==> src/rtl/vga_pkg.sv <==
// Shared VGA raster timing constants (640x480@60 on an 800x525 raster).
// Reused by the timing generator, sprite mux and text generator.
package vga_pkg;

  localparam int unsigned COORD_W  = 10;
  localparam int unsigned FCNT_W   = 16;

  localparam int unsigned H_ACTIVE = 640;
  localparam int unsigned H_FP     = 16;
  localparam int unsigned H_SYNC   = 96;
  localparam int unsigned H_BP     = 48;
  localparam int unsigned V_ACTIVE = 480;
  localparam int unsigned V_FP     = 10;
  localparam int unsigned V_SYNC   = 2;
  localparam int unsigned V_BP     = 33;
  localparam int unsigned CLK_DIV  = 4;

  localparam int unsigned H_TOTAL  = H_ACTIVE + H_FP + H_SYNC + H_BP;
  localparam int unsigned V_TOTAL  = V_ACTIVE + V_FP + V_SYNC + V_BP;

  // Sync windows are [start, end)
  localparam int unsigned H_SYNC_S = H_ACTIVE + H_FP;
  localparam int unsigned H_SYNC_E = H_SYNC_S + H_SYNC;
  localparam int unsigned V_SYNC_S = V_ACTIVE + V_FP;
  localparam int unsigned V_SYNC_E = V_SYNC_S + V_SYNC;

endpackage

==> src/rtl/vga_axis_counter.sv <==
// One raster axis: current position, one-step-ahead position and active-low sync.
// o_next always holds the value o_count takes on the next i_en.
module vga_axis_counter
  import vga_pkg::*;
#(
  parameter int unsigned TOTAL  = H_TOTAL,
  parameter int unsigned SYNC_S = H_SYNC_S,
  parameter int unsigned SYNC_E = H_SYNC_E
) (
  input  logic               i_clk,
  input  logic               i_rst,
  input  logic               i_en,
  input  logic               i_adv_next,
  output logic [COORD_W-1:0] o_count,
  output logic [COORD_W-1:0] o_next,
  output logic               o_sync_n,
  output logic               o_wrap_c
);

  logic [COORD_W-1:0] r_count;
  logic [COORD_W-1:0] r_next;
  logic               r_sync_n;
  logic [COORD_W-1:0] w_next_inc;

  assign w_next_inc = (r_next == COORD_W'(TOTAL - 1)) ? '0 : r_next + COORD_W'(1);

  // i_adv_next says whether the step after this one moves this axis
  always_ff @(posedge i_clk) begin
    if (i_rst) begin
      r_count  <= COORD_W'(TOTAL - 1);
      r_next   <= '0;
      r_sync_n <= 1'b1;
    end else if (i_en) begin
      r_count  <= r_next;
      r_next   <= i_adv_next ? w_next_inc : r_next;
      r_sync_n <= !((r_next >= COORD_W'(SYNC_S)) && (r_next < COORD_W'(SYNC_E)));
    end
  end

  assign o_count  = r_count;
  assign o_next   = r_next;
  assign o_sync_n = r_sync_n;
  assign o_wrap_c = (r_count == COORD_W'(TOTAL - 1));

endmodule

==> src/rtl/vga_timing_gen.sv <==
// VGA raster timing source: pixel-enable divider, H/V axis counters, strobes and frame counter.
// All pins come straight from flops; flags are computed from the prefetched coordinates.
module vga_timing_gen
  import vga_pkg::*;
#(
  parameter int unsigned H_ACTIVE = vga_pkg::H_ACTIVE,
  parameter int unsigned H_FP     = vga_pkg::H_FP,
  parameter int unsigned H_SYNC   = vga_pkg::H_SYNC,
  parameter int unsigned H_BP     = vga_pkg::H_BP,
  parameter int unsigned V_ACTIVE = vga_pkg::V_ACTIVE,
  parameter int unsigned V_FP     = vga_pkg::V_FP,
  parameter int unsigned V_SYNC   = vga_pkg::V_SYNC,
  parameter int unsigned V_BP     = vga_pkg::V_BP,
  parameter int unsigned CLK_DIV  = vga_pkg::CLK_DIV
) (
  input  logic               CLK,
  input  logic               CLR,
  output logic               pixEn,
  output logic               HSync,
  output logic               VSync,
  output logic [COORD_W-1:0] HPix,
  output logic [COORD_W-1:0] VPix,
  output logic               active,
  output logic               vblank,
  output logic [COORD_W-1:0] nextHPix,
  output logic [COORD_W-1:0] nextVPix,
  output logic               lineStart,
  output logic               frameStart,
  output logic [FCNT_W-1:0]  frameCount
);

  localparam int unsigned H_TOT = H_ACTIVE + H_FP + H_SYNC + H_BP;
  localparam int unsigned V_TOT = V_ACTIVE + V_FP + V_SYNC + V_BP;
  localparam int unsigned H_SS  = H_ACTIVE + H_FP;
  localparam int unsigned H_SE  = H_SS + H_SYNC;
  localparam int unsigned V_SS  = V_ACTIVE + V_FP;
  localparam int unsigned V_SE  = V_SS + V_SYNC;
  localparam int unsigned CNT_W = (CLK_DIV > 2) ? $clog2(CLK_DIV) : 1;

  logic [CNT_W-1:0]  r_clk_cnt;
  logic              r_pix_en;
  logic              r_line_start;
  logic              r_frame_start;
  logic              r_active;
  logic              r_vblank;
  logic [FCNT_W-1:0] r_frame_cnt;

  logic              w_h_wrap_c;
  logic              w_v_wrap_c;
  logic              w_v_adv;
  logic              w_line_step;

  // pixEn is registered so it lines up with clkCount == CLK_DIV-1
  always_ff @(posedge CLK) begin
    if (CLR) begin
      r_clk_cnt <= '0;
      r_pix_en  <= 1'b0;
    end else begin
      r_clk_cnt <= (r_clk_cnt == CNT_W'(CLK_DIV - 1)) ? '0 : r_clk_cnt + CNT_W'(1);
      r_pix_en  <= (r_clk_cnt == CNT_W'(CLK_DIV - 2));
    end
  end

  // V's lookahead moves once H's lookahead is the last column
  assign w_v_adv     = (nextHPix == COORD_W'(H_TOT - 1));
  assign w_line_step = r_pix_en & w_h_wrap_c;

  vga_axis_counter #(
    .TOTAL (H_TOT),
    .SYNC_S(H_SS),
    .SYNC_E(H_SE)
  ) u_h_axis (
    .i_clk     (CLK),
    .i_rst     (CLR),
    .i_en      (r_pix_en),
    .i_adv_next(1'b1),
    .o_count   (HPix),
    .o_next    (nextHPix),
    .o_sync_n  (HSync),
    .o_wrap_c  (w_h_wrap_c)
  );

  vga_axis_counter #(
    .TOTAL (V_TOT),
    .SYNC_S(V_SS),
    .SYNC_E(V_SE)
  ) u_v_axis (
    .i_clk     (CLK),
    .i_rst     (CLR),
    .i_en      (r_pix_en),
    .i_adv_next(w_v_adv),
    .o_count   (VPix),
    .o_next    (nextVPix),
    .o_sync_n  (VSync),
    .o_wrap_c  (w_v_wrap_c)
  );

  // Strobes last one CLK after the step edge; flags track the coordinates being stepped into
  always_ff @(posedge CLK) begin
    if (CLR) begin
      r_line_start  <= 1'b0;
      r_frame_start <= 1'b0;
      r_active      <= 1'b0;
      r_vblank      <= 1'b1;
      r_frame_cnt   <= '0;
    end else begin
      r_line_start  <= w_line_step;
      r_frame_start <= w_line_step & w_v_wrap_c;
      if (w_line_step && w_v_wrap_c) begin
        r_frame_cnt <= r_frame_cnt + FCNT_W'(1);
      end
      if (r_pix_en) begin
        r_active <= (nextHPix < COORD_W'(H_ACTIVE)) && (nextVPix < COORD_W'(V_ACTIVE));
        r_vblank <= (nextVPix >= COORD_W'(V_ACTIVE));
      end
    end
  end

  assign pixEn      = r_pix_en;
  assign lineStart  = r_line_start;
  assign frameStart = r_frame_start;
  assign active     = r_active;
  assign vblank     = r_vblank;
  assign frameCount = r_frame_cnt;

endmodule

==> config.mk <==
export PLATFORM = sky130hd
export DESIGN_NAME = vga_timing_gen
export DESIGN_NICKNAME = d
export VERILOG_FILES = /design/src/rtl/vga_pkg.sv /design/src/rtl/vga_axis_counter.sv /design/src/rtl/vga_timing_gen.sv
export SDC_FILE = /design/constraint.sdc
export NUM_CORES = 1
export LEC_CHECK = 0
export BUFFER_PORTS_ARGS = -buffer_cell sky130_fd_sc_hd__buf_2
export CAP_MARGIN = 25
export CORE_ASPECT_RATIO = 1.25
export CORE_UTILIZATION = 26
export DETAILED_ROUTE_END_ITERATION = 8
export GPL_ROUTABILITY_DRIVEN = 0
export SLEW_MARGIN = 20
export SYNTH_ARGS = -nofsm -noshare
export SYNTH_HDL_FRONTEND = slang
export SYNTH_SLANG_ARGS = --single-unit
==> constraint.sdc <==
create_clock -name CLK -period 2.5 [get_ports CLK]
set_input_delay 0.75 -clock CLK [delete_from_list [all_inputs] [get_ports CLK]]
set_output_delay 0.75 -clock CLK [all_outputs]
set_load 0.01 [all_outputs]
==> Flow_metrics.wiki, run 1 <==
{| class="wikitable"
! Metric !! Value
|-
| Critical path fanouts, max || 6
|-
| Required @ worst endpoint || 2.76 ns
|-
| Clock H-tree levels || 3
|-
| Largest net degree at the start of global routing || 31
|-
| Vias in the first global route || 2489
|-
| Crit-path cells || ha_1 > nand4bb_1 > or4_4 > or3_1 > a21oi_1
|-
| Setup Buffers After CTS || 0
|-
| Worst clock skew on the final layout || 0.009674 ns
|-
| Boundary pin count || 65
|-
| Shortest period the worst path allows || 2.054 ns
|-
| Yosys warns || 0
|-
| Post-synthesis net count || 340
|-
| Synthesized flop and latch total || 65
|-
| Category of the most critical setup path || flop to flop
|-
| Total routed wirelength || 8.177 mm
|-
| Accumulated negative setup slack || 0 ns
|-
| Main combinational cell family by area after synthesis || simple AND/OR/NAND/NOR gates
|-
| TritonCTS Buffers || 9
|-
| Initial antenna violation count || 0
|-
| Synthesized area || 3013 um^2
|-
| Syn avg cell area || 9.102 um^2
|-
| Global router's overall resource usage || 13.77%
|-
| Maximum vdd drop || 0.3670 mV
|-
| Hold WC Path Type || flop to flop
|-
| Fill cell total of the finished layout || 1212
|-
| Synthesized netlist cell count || 331
|-
| Number of nets in the layout || 407
|-
| Via count || 2736
|-
| Max Transition Viols Final || 0
|-
| Synthesized-area fraction occupied by ao, oa, aoi and oai cells || 8.721%
|-
| Synth Flop Type || dfxtp_1
|-
| Quantity of hold-fixing buffers added after cts || 0
|-
| HPWL after detailed placement || 5.932 mm
|-
| Multiplexer share of the synthesized area || 8.223%
|-
| Reported max-cap violation count || 0
|-
| Critical Path End Type || flop
|-
| Number of remaining DRC errors || 4
|-
| Sequential Area || 1301 um^2
|-
| Clock tree from TritonCTS || built
|-
| Remaining antenna violation count after routing || 0
|-
| Startpoint kind of the worst setup timing path || flop
|-
| Simple-gate share of the synthesized area || 28.36%
|-
| Xor and xnor fraction of the mapped netlist area || 3.198%
|-
| Least-Margin Pin Slew || 0.7348 ns
|-
| Arr. time, crit path || 2.31 ns
|-
| Power per Cell Area || 639.8 nW/um^2
|-
| Maximum clock frequency || 486.8 MHz
|-
| Adder and majority gate portion of the synthesized area || 2.907%
|-
| Clk Tree Root Cell || clkbuf_16
|-
| P_leak || 1.514 nW
|-
| Number of rows in the core area || 43
|-
| Fraction of final layout cells sized beyond drive strength 1 || 25.19%
|-
| Quantity of gates resized following cts || 0
|-
| Biggest cell delay along the critical path || 0.60 ns
|-
| Buffers added on ports || 64
|-
| Initial Utilization || 26.92%
|-
| Overflow left after global routing || 0
|-
| Clock slew at the register clock pins of the worst setup and hold paths || 0.06 ns
|-
| Height of the die || 122.4 um
|-
| Area of the die || 12030 um^2
|-
| P&R area growth vs syn || 23.92%
|-
| Violation count after the first detailed-routing iteration || 67
|-
| Post-synthesis sequential area ratio || 43.19%
|-
| Slowest stage cell on the critical path || or4_4
|-
| Final setup viols || 0
|-
| Count of non-filler cells in the finished layout || 536
|-
| Core Box Area || 11190 um^2
|-
| Cell Count Post-Placement || 522
|-
| Worst-case clock buffer depth || 2
|-
| Outcome || complete, but fails checks
|-
| Average wire per cell in the routed design || 15.26 um
|-
| Area taken by multi-input logic gates || 1549 um^2
|-
| Count of unique library cells instantiated by Yosys || 45
|-
| EDFF count, synth || 0
|-
| Latest clock arrival within the worst-skew pair || 0.33 ns
|-
| Overall die width || 98.29 um
|-
| Total iterations of the first detailed-routing run || 6
|-
| Fraction of the cycle the final worst path needs || 82.17%
|-
| Critical path's top delay family || simple AND/OR/NAND/NOR gates
|-
| Worst path bufs/invs || 0
|-
| Sink count of the clock tree || 65
|-
| Slew HR || 50.50%
|-
| Total count of hold-check failures in the final report || 0
|-
| Async SR Flop Fraction || 0%
|-
| Failing checks || DRC
|-
| Wire length of the first global-routing pass || 12.80 mm
|-
| RSZ-0062 raised after global routing || false
|-
| Antenna diode count || 0
|-
| Number of vias per cell || 5.104
|}
final cells by class:
type                    instances  share of cell area, %
multi-input cells             236                  41.49
flip-flops and latches         65                  34.85
repair buffers                 75                  10.79
clock buffers                  11                  6.769
well taps                     135                  4.524
inverters                      11                  1.106
clock inverters                 3                 0.4692
synthesized netlist by cell type, types with 5 or more instances:
| master | number | area share (%) |
|---|---|---|
| and4_1 | 6 | 1.7 |
| nor2_1 | 33 | 4.1 |
| nand4_1 | 15 | 3.1 |
| o21ai_0 | 9 | 1.5 |
| ha_1 | 7 | 2.9 |
| clkbuf_1 | 10 | 1.2 |
| nor4_1 | 8 | 1.7 |
| nand2_1 | 21 | 2.6 |
| or4_1 | 8 | 2.0 |
| a21oi_1 | 16 | 2.7 |
| inv_1 | 11 | 1.4 |
| xor2_1 | 9 | 2.6 |
| nor2b_1 | 10 | 2.1 |
| nor3_1 | 6 | 1.0 |
| o31ai_1 | 10 | 2.5 |
| mux2_2 | 6 | 2.2 |
| dfxtp_1 | 65 | 43 |
| mux2i_1 | 18 | 6.0 |
| buf_1 | 5 | 0.62 |
| nand3_1 | 19 | 3.2 |
path summary, 6_finish.rpt:
check	from	to	slack [ns]	cells after the start
worst max-delay path	u_h_axis.o_next[1]$_SDFFE_PP0P_	u_v_axis.o_next[9]$_SDFFE_PP0P_	0.45	5
worst min-delay path	r_clk_cnt[0]$_SDFF_PP0_	r_clk_cnt[0]$_SDFF_PP0_	0.47	1
worst min register to register	r_clk_cnt[0]$_SDFF_PP0_	r_clk_cnt[0]$_SDFF_PP0_	0.47	1
worst max register to register	u_h_axis.o_next[1]$_SDFFE_PP0P_	u_v_axis.o_next[9]$_SDFFE_PP0P_	0.45	5
kinds of logic (layout without fill, tap and decap cells):
| logic type | after synthesis | count (layout) |
|---|---|---|
| xor+xnor | 11 | 11 |
| compound gates | 43 | 43 |
| buf+inv | 30 | 100 |
| mux | 24 | 24 |
| simple gates | 151 | 151 |
| flops | 65 | 65 |
| fa+ha+maj | 7 | 7 |
sequential cells by signal, indices dropped and copies added, names as in the netlist:
register	flops
u_h_axis.o_sync_n	1
u_v_axis.o_sync_n	1
frameCount	16
u_h_axis.o_count	10
frameStart	1
u_v_axis.o_count	10
vblank	1
r_clk_cnt	2
u_h_axis.o_next	10
lineStart	1
pixEn	1
active	1
u_v_axis.o_next	10
through the flow:
step / instance area, um^2 / util [%] / hold slack [ns] / total power, mW / setup WS [ns]
after floorplan: 3013 / - / 0.4291 / 1.207 / 0.5784
after global placement: 3463 / 30.95 / 0.4369 / 1.262 / 0.4992
after detailed placement: 3463 / 30.95 / 0.4656 / 1.267 / 0.4691
after CTS: 3734 / 33.36 / 0.4736 / 2.421 / 0.4533
after global routing: 3734 / 33.36 / 0.4919 / 2.484 / 0.3005
final: 3734 / 33.36 / 0.4744 / 2.389 / 0.4459
power by group:
| group | switching, mW | leakage [nW] | internal [mW] | total (mW) |
|---|---|---|---|---|
| Combinational | 0.104 | 0.855 | 0.0613 | 0.165 |
| Sequential | 0.0191 | 0.526 | 1.06 | 1.08 |
| Clock | 0.435 | 0.133 | 0.709 | 1.14 |
| Total | 0.558 | 1.51 | 1.83 | 2.39 |
routing by layer:
layer / up-vias / GRT usage [%] / share of wire, %
li1: 1333 / - / -
met1: 1318 / 15.86 / 42
met2: 78 / 24.69 / 52
met3: 7 / 3.132 / 5.0
met4: 0 / 5.504 / 1.2
met5: - / 0 / 0
layout by cell type, fill, tap and decap left out, drive strengths merged, types with 2 or more instances in the layout:
cell    netlist  final
buf           6     75
dfxtp        65     65
nor2         33     33
nand2        21     21
nand3        19     19
mux2i        18     18
a21oi        16     16
nand4        15     15
inv          11     11
clkbuf       12     11
o31ai        10     10
nor2b        10     10
xor2          9      9
o21ai         9      9
or4           9      9
nor4          8      8
ha            7      7
nor3          6      6
and4          6      6
mux2          6      6
and3          4      4
nand2b        4      4
or3           4      4
and2          3      3
nor4bb        2      2
xnor2         2      2
clkinv        0      2
nand4b        2      2
nor4b         2      2
(Power assumes the default switching activity.)
==> run 2: changes to the inputs <==
--- a/config.mk
+++ b/config.mk
@@ -5,6 +5,7 @@
 export SDC_FILE = /design/constraint.sdc
 export NUM_CORES = 1
 export LEC_CHECK = 0
+export ABC_AREA = 1
 export BUFFER_PORTS_ARGS = -buffer_cell sky130_fd_sc_hd__buf_2
 export CAP_MARGIN = 25
 export CORE_ASPECT_RATIO = 1.25
==> constraint.sdc (replaced) <==
create_clock -name CLK -period 1.75 [get_ports CLK]
set_input_delay 0.525 -clock CLK [delete_from_list [all_inputs] [get_ports CLK]]
set_output_delay 0.525 -clock CLK [all_outputs]
set_load 0.01 [all_outputs]
==> Flow_metrics.wiki, run 2 <==
{| class="wikitable"
! Metric !! Value
|-
| Outcome || completed
|-
| Sink count of the clock tree || 65 (unchanged)
|-
| Accumulated negative setup slack || 0 ns (unchanged)
|-
| CP dominant cell by count || nand2_1
|-
| Synthesized area || 3142 um^2 (+4.3%)
|-
| Biggest cell delay along the critical path || 0.40 ns (-0.20 ns)
|-
| Initial antenna violation count || 0 (unchanged)
|-
| Violation count after the first detailed-routing iteration || 116 (+73%)
|-
| Overflow left after global routing || 0 (unchanged)
|-
| Total count of hold-check failures in the final report || 0 (unchanged)
|-
| Height of the die || 124.9 um (+2.1%)
|-
| Core Box Area || 11670 um^2 (+4.3%)
|-
| Startpoint kind of the worst setup timing path || flop
|-
| Maximum clock frequency || 651.2 MHz (+34%)
|-
| Clk Tree Root Cell || clkbuf_16
|-
| HPWL after detailed placement || 6.497 mm (+9.5%)
|-
| Clock H-tree levels || 3 (unchanged)
|-
| Final setup viols || 0 (unchanged)
|-
| Worst-case clock buffer depth || 2 (unchanged)
|-
| Area contributors post-synth || dfxtp_1 41%, nand2_1 13%, nor2_1 6.7%
|-
| Critical path's top delay family || simple AND/OR/NAND/NOR gates
|-
| Worst setup margin || 0.2143 ns (-0.2316 ns)
|-
| Vias in the first global route || 2934 (+18%)
|-
| Total iterations of the first detailed-routing run || 4 (-2)
|-
| Number of remaining DRC errors || 0 (-4)
|-
| Critical path fanouts, max || 5 (-1)
|-
| Yosys warns || 0 (unchanged)
|-
| Critical Path End Type || flop
|-
| Max Transition Viols Final || 0 (unchanged)
|-
| P_leak || 1.782 nW (+18%)
|-
| Summed area of non-filler cells in the final layout || 4003 um^2 (+7.2%)
|-
| Synth Flop Type || dfxtp_1
|-
| Via count || 3104 (+13%)
|-
| TritonCTS Buffers || 9 (unchanged)
|-
| Arr. time, crit path || 1.79 ns (-0.52 ns)
|-
| Average wire per cell in the routed design || 12.19 um (-20%)
|-
| Fraction of final layout cells sized beyond drive strength 1 || 20.19% (-5.0 points)
|-
| Required @ worst endpoint || 2.01 ns (-0.75 ns)
|-
| Largest net degree at the start of global routing || 30 (-3.2%)
|-
| Most numerous cell in the Yosys netlist || nand2_1
|-
| Worst path bufs/invs || 0 (unchanged)
|-
| Overall die width || 100.3 um (+2.1%)
|-
| Reported max-cap violation count || 0 (unchanged)
|-
| Worst clock skew on the final layout || 0.007590 ns (-0.002084 ns)
|-
| Remaining antenna violation count after routing || 0 (unchanged)
|-
| Leading cell types in the layout, fill and taps excluded || 110 x nand2_1, 64 x dfxtp_1, 64 x buf_2
|-
| Most common cell after layout, fill and taps aside || nand2_1
|-
| Area of the die || 12530 um^2 (+4.2%)
|-
| Wire length of the first global-routing pass || 14.28 mm (+12%)
|-
| Global router's overall resource usage || 14.49% (+0.72 points)
|-
| Clock slew at the register clock pins of the worst setup and hold paths || 0.05 ns (about the same)
|-
| EDFF count, synth || 0 (unchanged)
|-
| Total routed wirelength || 8.422 mm (+3.0%)
|-
| Category of the most critical setup path || flop to flop
|-
| P&R area growth vs syn || 27.40%
|-
| Fill cell total of the finished layout || 1288 (+6.3%)
|-
| Boundary pin count || 65 (unchanged)
|-
| Synthesized netlist cell count || 452 (+37%)
|-
| Least-Margin Pin Slew || 0.7436 ns (+0.008838 ns)
|-
| Number of nets in the layout || 534 (+31%)
|-
| Clock tree from TritonCTS || built
|-
| Antenna diode count || 0 (unchanged)
|-
| Maximum vdd drop || 0.3980 mV (+8.5%)
|-
| Post-synthesis net count || 461 (+36%)
|-
| Post-synthesis sequential area ratio || 41.42% (-1.8 points)
|-
| Count of unique library cells instantiated by Yosys || 30 (-33%)
|-
| Slew HR || 50.37% (-0.13 points)
|-
| Number of vias per cell || 4.492 (-12%)
|-
| Initial Utilization || 26.92% (about the same)
|-
| Power per Cell Area || 931.3 nW/um^2 (+46%)
|-
| RSZ-0062 raised after global routing || false
|-
| Async SR Flop Fraction || 0% (unchanged)
|-
| Worst slack after detailed placement || 0.1867 ns (-0.2825 ns)
|-
| Shortest period the worst path allows || 1.536 ns (-0.5184 ns)
|-
| Syn avg cell area || 6.951 um^2 (-24%)
|-
| Synthesized flop and latch total || 65 (unchanged)
|-
| Fraction of the cycle the final worst path needs || 87.76% (+5.6 points)
|-
| Hold WC Path Type || flop to flop
|-
| Most numerous cell types in the synthesized netlist || 110 x nand2_1, 65 x dfxtp_1, 56 x nor2_1, 51 x inv_1, 35 x a21oi_1
|-
| Number of rows in the core area || 44 (+2.3%)
|-
| Latest clock arrival within the worst-skew pair || 0.32 ns (about the same)
|-
| Share of Yosys cell area claimed by the top area cell type || 41.42% (-1.8 points)
|-
| Flip-flop count of the largest register after layout || 16 (unchanged)
|-
| Slowest stage cell on the critical path || dfxtp_1
|-
| Share of the core filled with cells in the final layout || 34.29% (+0.93 points)
|-
| Buffers added on ports || 64 (unchanged)
|-
| Crit-path cells || ha_1 > nand2_1 > nor2_4 > nand2_1 > nor2_1 > nand3_1 > nand2_1 > nand2_1 > nor2_1
|-
| Placed cell area || 3674 um^2 (+6.1%)
|-
| Cell accounting for the most synthesized area || dfxtp_1
|}
==> run 2: cell count changes in the layout (fill, tap and decap cells not counted), moves of 16 or more <==
cell / delta
nand2_1: +89
inv_1: +40
a21oi_1: +19
o21ai_0: +16
nor2_1: +23
mux2i_1: -18
==> run 2: repair_timing <==
action,in CTS,in global routing
endpoints found under the setup margin,0,5
hold buffers,0,0
setup buffers,0,2
gates resized for setup,0,3
==> run 2: per-stage QoR <==
stage	instances	total power [mW]	hold WS, ns
after global routing	691	3.914	0.4810
after CTS	689	3.776	0.4610
after detailed placement	673	1.971	0.4569
after floorplan	452	1.830	0.4291
final	691	3.728	0.4575
after global placement	673	1.961	0.4405
==> run 2: routing by layer <==
metal	GRT usage [%]	routed length, um	up-vias
met4	6.394	152	0
met5	0	0	-
li1	-	-	1605
met1	16.93	3700	1428
met3	2.750	346	10
met2	25.34	4222	61
==> run 2: kinds of logic after synthesis <==
group	count (synthesis)	synth area share, %
simple gates	229	31.82
compound gates	73	12.35
buf+inv	67	8.562
flops	65	41.42
xor+xnor	11	3.066
fa+ha+maj	7	2.788
==> run 2: worst paths after layout <==
| path | startpoint | end | slack, ns | cells after the start |
|---|---|---|---|---|
| max reg2reg | frameCount[1]$_SDFFE_PP0P_ | frameCount[10]$_SDFFE_PP0P_ | 0.21 | 9 |
| min reg2reg | r_clk_cnt[0]$_SDFF_PP0_ | r_clk_cnt[0]$_SDFF_PP0_ | 0.46 | 1 |
| max | frameCount[1]$_SDFFE_PP0P_ | frameCount[10]$_SDFFE_PP0P_ | 0.21 | 9 |
| min | r_clk_cnt[0]$_SDFF_PP0_ | r_clk_cnt[0]$_SDFF_PP0_ | 0.46 | 1 |
==> run 2: area by class of cell <==
type	instances	area, um^2	share of cell area [%]
multi-input combinational	320	1579	39.45
clock buffer	10	239.0	5.971
clock inverter	6	66.31	1.657
tap	161	201.4	5.033
timing repair buffer	77	417.9	10.44
sequential	65	1303	32.54
inverter	52	196.4	4.908
==> run 2: report_power, final <==
| group | switching (mW) | internal (mW) |
|---|---|---|
| Sequential | 0.0374 | 1.53 |
| Combinational | 0.241 | 0.124 |
| Clock | 0.652 | 1.14 |
==> run 2: worst reg2reg max path: cells and delay by family (launching register included) <==
family,cells,cell delay (ns)
flip-flops,1,0.40
adder cells (fa/ha/maj),1,0.22
AND/OR/NAND/NOR,8,0.86
